### src/rtl/icache_dm.sv
// Direct-mapped instruction cache with valid/ready fetch port and line-fill miss handler.
// Optional hit/miss counters are enabled by defining ICACHE_STATS_EN.
module icache_dm #(
    parameter int unsigned ADDR_W  = 16,
    parameter int unsigned INSTR_W = 16,
    parameter int unsigned WORDS   = 4,
    parameter int unsigned LINES   = 8
) (
    input  logic                       clk_i,
    input  logic                       reset_i,
    input  logic                       req_valid_i,
    input  logic [ADDR_W-1:0]          req_addr_i,
    output logic                       req_ready_o,
    output logic                       resp_valid_o,
    output logic [INSTR_W-1:0]         resp_instr_o,
    input  logic                       flush_i,
    output logic                       mem_req_valid_o,
    output logic [ADDR_W-1:0]          mem_req_addr_o,
    input  logic                       mem_req_ready_i,
    input  logic                       mem_resp_valid_i,
    input  logic [INSTR_W*WORDS-1:0]   mem_resp_data_i
`ifdef ICACHE_STATS_EN
    ,
    output logic [31:0]                hit_count_o,
    output logic [31:0]                miss_count_o
`endif
);

    localparam int unsigned LINE_W = INSTR_W * WORDS;
    localparam int unsigned BYTE_B = $clog2(INSTR_W / 8);
    localparam int unsigned OFF_B  = $clog2(WORDS);
    localparam int unsigned IDX_B  = $clog2(LINES);
    localparam int unsigned TAG_B  = ADDR_W - BYTE_B - OFF_B - IDX_B;
    localparam int unsigned LINE_LSB = BYTE_B + OFF_B;

    typedef enum logic [1:0] {StIdle, StMissReq, StMissWait} state_e;

    state_e               state_q;
    logic [LINES-1:0]     valid_q;
    logic [TAG_B-1:0]     tag_q  [LINES];
    logic [LINE_W-1:0]    data_q [LINES];
    logic                 resp_valid_q;
    logic [INSTR_W-1:0]   resp_instr_q;
    logic                 mem_req_valid_q;
    logic [ADDR_W-1:0]    mem_req_addr_q;
    logic [OFF_B-1:0]     miss_off_q;
    logic                 flush_pend_q;

    logic [OFF_B-1:0]     req_off;
    logic [IDX_B-1:0]     req_idx;
    logic [TAG_B-1:0]     req_tag;
    logic [IDX_B-1:0]     fill_idx;
    logic [TAG_B-1:0]     fill_tag;
    logic [ADDR_W-1:0]    line_addr;
    logic [INSTR_W-1:0]   hit_word;
    logic [INSTR_W-1:0]   fill_word;
    logic                 hit;
    logic                 accept;
    logic                 fill;
    logic                 unused_addr;

    always_comb begin
        req_off   = req_addr_i[BYTE_B +: OFF_B];
        req_idx   = req_addr_i[LINE_LSB +: IDX_B];
        req_tag   = req_addr_i[ADDR_W-1 -: TAG_B];
        line_addr = {req_addr_i[ADDR_W-1:LINE_LSB], {LINE_LSB{1'b0}}};
        fill_idx  = mem_req_addr_q[LINE_LSB +: IDX_B];
        fill_tag  = mem_req_addr_q[ADDR_W-1 -: TAG_B];
        hit       = valid_q[req_idx] && (tag_q[req_idx] == req_tag);
        hit_word  = data_q[req_idx][32'(req_off) * INSTR_W +: INSTR_W];
        fill_word = mem_resp_data_i[32'(miss_off_q) * INSTR_W +: INSTR_W];
    end

    assign req_ready_o     = (state_q == StIdle) && !flush_i;
    assign accept          = req_valid_i && req_ready_o;
    assign fill            = (state_q == StMissWait) && mem_resp_valid_i;
    assign resp_valid_o    = resp_valid_q;
    assign resp_instr_o    = resp_instr_q;
    assign mem_req_valid_o = mem_req_valid_q;
    assign mem_req_addr_o  = mem_req_addr_q;
    // Byte-select bits below the instruction boundary carry no information.
    assign unused_addr     = ^req_addr_i;

    always_ff @(posedge clk_i) begin
        if (reset_i) begin
            state_q         <= StIdle;
            valid_q         <= '0;
            resp_valid_q    <= 1'b0;
            resp_instr_q    <= '0;
            mem_req_valid_q <= 1'b0;
            mem_req_addr_q  <= '0;
            miss_off_q      <= '0;
            flush_pend_q    <= 1'b0;
        end else begin
            resp_valid_q <= 1'b0;
            unique case (state_q)
                StIdle: begin
                    if (flush_i) begin
                        valid_q <= '0;
                    end else if (accept) begin
                        if (hit) begin
                            resp_valid_q <= 1'b1;
                            resp_instr_q <= hit_word;
                        end else begin
                            mem_req_valid_q <= 1'b1;
                            mem_req_addr_q  <= line_addr;
                            miss_off_q      <= req_off;
                            state_q         <= StMissReq;
                        end
                    end
                end
                StMissReq: begin
                    if (flush_i) flush_pend_q <= 1'b1;
                    if (mem_req_ready_i) begin
                        mem_req_valid_q <= 1'b0;
                        state_q         <= StMissWait;
                    end
                end
                StMissWait: begin
                    if (fill) begin
                        resp_valid_q <= 1'b1;
                        resp_instr_q <= fill_word;
                        flush_pend_q <= 1'b0;
                        state_q      <= StIdle;
                        // A flush seen during the miss also drops the line just filled.
                        if (flush_pend_q || flush_i) valid_q <= '0;
                        else valid_q[fill_idx] <= 1'b1;
                    end else if (flush_i) begin
                        flush_pend_q <= 1'b1;
                    end
                end
                default: state_q <= StIdle;
            endcase
        end
    end

    always_ff @(posedge clk_i) begin
        if (!reset_i && fill) begin
            tag_q[fill_idx]  <= fill_tag;
            data_q[fill_idx] <= mem_resp_data_i;
        end
    end

`ifdef ICACHE_STATS_EN
    always_ff @(posedge clk_i) begin
        if (reset_i) begin
            hit_count_o  <= '0;
            miss_count_o <= '0;
        end else if (accept) begin
            if (hit && hit_count_o != 32'hFFFF_FFFF) hit_count_o <= hit_count_o + 32'd1;
            if (!hit && miss_count_o != 32'hFFFF_FFFF) miss_count_o <= miss_count_o + 32'd1;
        end
    end
`endif

endmodule

### config.mk
export PLATFORM = sky130hd
export DESIGN_NAME = icache_dm
export DESIGN_NICKNAME = d
export VERILOG_FILES = /design/src/rtl/icache_dm.sv
export SDC_FILE = /design/constraint.sdc
export NUM_CORES = 1
export LEC_CHECK = 0
export CAP_MARGIN = 20
export CORE_ASPECT_RATIO = 1.1
export CORE_UTILIZATION = 55
export CTS_CLUSTER_DIAMETER = 30
export DETAILED_ROUTE_END_ITERATION = 6
export DONT_BUFFER_PORTS = 1
export PLACE_DENSITY = 0.8
export SKIP_CTS_REPAIR_TIMING = 1
export SKIP_LAST_GASP = 1
export SLEW_MARGIN = 30
export SYNTH_ARGS = -nofsm -noshare
export SYNTH_HDL_FRONTEND = slang
export SYNTH_SLANG_ARGS = --single-unit
### constraint.sdc
create_clock -name clk_i -period 15.6 [get_ports clk_i]
set_input_delay 2.34 -clock clk_i [delete_from_list [all_inputs] [get_ports clk_i]]
set_output_delay 2.34 -clock clk_i [all_outputs]
set_load 0.005 [all_outputs]
==> flow_summary.json <==
{
  "cp_max_fo": 5,
  "drt_iter0_markers": 1242,
  "wl_met3_um": 4813,
  "crit_path_start_kind": "primary input",
  "drc_errors": 0,
  "slew_violations": 0,
  "slew_headroom": 0.3270,
  "hpwl_um": 26130,
  "die_w_um": 206.1,
  "clockRootBuffer": "clkbuf_16",
  "path_class": "primary input to output pin",
  "ys_seq_area_frac": 0.7406,
  "leakage_nw": 9.614,
  "io_pins": 121,
  "die_h_um": 226.5,
  "hold_class": "flip-flop to flip-flop",
  "worst_path_largest_cell_delay_ns": 0.26,
  "cts_buffer_depth": 3,
  "coreArea_um2": 44800,
  "drive_above_1_share": 0.3303,
  "clock_latency_ns": 0.66,
  "cp.required_ns": 13.26,
  "avgSynthCellArea_um2": 22.10,
  "final_cell_mix": "592 x edfxtp_1, 193 x mux4_2, 111 x clkbuf_16",
  "grt-ovfl-total": 0,
  "cts-htree-levels": 3,
  "synth-main-ff-cell": "edfxtp_1",
  "vias": 11996,
  "synth_edf_count": 592,
  "synth.area.top_cells": "edfxtp_1 71%, mux4_2 17%, dfxtp_1 3.5%",
  "yosysUniqueCellTypes": 42,
  "async_flop_share": 0,
  "grt_pass1_wl_um": 80450,
  "drv_cap": 0,
  "dp.cells": 1672,
  "synth_top_area_share": 0.7056,
  "grt_pass1_vias": 12908,
  "ys_seq_elements": 636,
  "outcome": "complete, no violations",
  "clock.fmax_ghz": 0.2024,
  "drt-met1-wl_um": 20440,
  "routed_wl_um": 54150,
  "top_layer": "met4",
  "period_share": 0.3168,
  "setup_viol": 0,
  "ant_nets": 0,
  "grt_max_degree": 149,
  "arrival_ns": 2.60,
  "dr_wl_met2_um": 27750,
  "instances_no_fill": 1883,
  "clk_pin_slew_worst_paths_ns": 0.05,
  "port-buffer-count": 0,
  "critPathTopFamily": "simple AND/OR/NAND/NOR gates",
  "syn_inst": 1140,
  "period_minus_slack_ns": 4.941,
  "critical_path.cell_chain": "nor2_1",
  "worst_slew_pin_slew_ns": 1.009,
  "grt_usage": 0.2411,
  "clkSinkCount": 636,
  "start_util": 0.5624,
  "finalHoldViolCount": 0,
  "areaGrowthSynthToFinish_pct": 17.52,
  "layout_commonest_cell": "edfxtp_1",
  "yosys_warnings": 0,
  "grt_antenna_before_repair": 0,
  "antenna_cells": 0,
  "grt_setup_unrepaired": "no",
  "wl_per_cell_um": 28.75,
  "fp-row-count": 81,
  "fin_nets": 1295,
  "avgViaCountPerCell": 6.371,
  "syn_area_um2": 25190,
  "end_kind": "output pin",
  "critPathBufInv": 0,
  "die_area_um2": 46670,
  "gp_congestion": 0.7833,
  "worst_clock_skew_ns": 0.03640,
  "peakVddDrop_mv": 0.07842,
  "setup-tns-final_ns": 0,
  "cts_tree": "yes",
  "critPathSlowestCell": "nor2_1",
  "cts_made_buffers": 111,
  "first_pass_iters": 7,
  "yosys.area.top_type": "edfxtp_1",
  "fillers": 2708,
  "power_density_nw_per_um2": 151.9
}
[cell type report]
| class | instances | area (µm²) | area share |
|---|---|---|---|
| Inverter | 4 | 15.01 | 0.0005071 |
| Multi-Input combinational cell | 433 | 6198 | 0.2094 |
| Tap cell | 581 | 726.9 | 0.02455 |
| Sequential cell | 636 | 18660 | 0.6302 |
| Timing Repair Buffer | 19 | 190.2 | 0.006424 |
| Clock inverter | 86 | 969.7 | 0.03275 |
| Clock buffer | 124 | 2846 | 0.09615 |
[registers in the layout, summed over array words and instances, names as in the netlist]
register,count
data_q,512
flush_pend_q,1
mem_req_addr_o,13
mem_req_valid_o,1
miss_off_q,2
resp_instr_o,16
resp_valid_o,1
state_q,2
tag_q,80
valid_q,8
[metal layers]
layer,vias up,track usage
met2,541,0.3955
met5,-,0
li1,4950,-
met3,85,0.06683
met1,6420,0.3079
met4,0,0.09084
[worst paths after layout]
check	start	end	slack [ns]	cells after the start
worst max-delay path	flush_i	req_ready_o	10.66	1
worst min-delay path	valid_q[5]$_SDFFE_PP0P_	valid_q[5]$_SDFFE_PP0P_	0.47	2
worst max register to register	state_q[0]$_SDFFE_PP0P_	data_q[0][52]$_DFFE_PP_	11.98	7
worst min register to register	valid_q[5]$_SDFFE_PP0P_	valid_q[5]$_SDFFE_PP0P_	0.47	2
[cell families after synthesis]
| group | share of synthesized area |
|---|---|
| AOI/OAI and AO/OA | 0.01098 |
| xor gates and xnor gates | 0.003129 |
| adders and majority gates | 0.001987 |
| buffers and inverters | 0.01584 |
| DFF | 0.7406 |
| muxes | 0.2034 |
| other | 0.0001489 |
| and+or+nand+nor | 0.02394 |
[cells in the mapped netlist, drive strengths merged, types with 2 or more instances]
master    n
a21oi    10
nand2     6
ha        4
nor2b    21
nand3     2
a211oi   17
a31oi     4
edfxtp  592
clkbuf   28
mux4    194
buf      41
nand2b   37
dfxtp    44
mux2     18
nor3      4
nor2     37
inv       3
mux2i    51
o31a      2
or3       2
xor2      9
[where the power goes]
group / switching, mW / total [mW] / internal [mW]
Clock: 0.844 / 2.42 / 1.57
Sequential: 0.0234 / 1.91 / 1.89
Combinational: 0.0742 / 0.168 / 0.0937
[through the flow]
step	cell area (µm²)	util	hold WS [ns]	setup WS [ns]	total power, mW
after floorplan	25200	-	0.4315	7.066	2.097
after global placement	25730	0.5743	0.4413	10.35	2.104
after detailed placement	25760	0.5750	0.4603	10.27	2.111
after CTS	29570	0.6602	0.4713	10.66	4.527
after global routing	29610	0.6609	0.4974	10.63	4.612
final	29610	0.6609	0.4686	10.66	4.498
No activity file was read; power rests on OpenSTA's default activity.
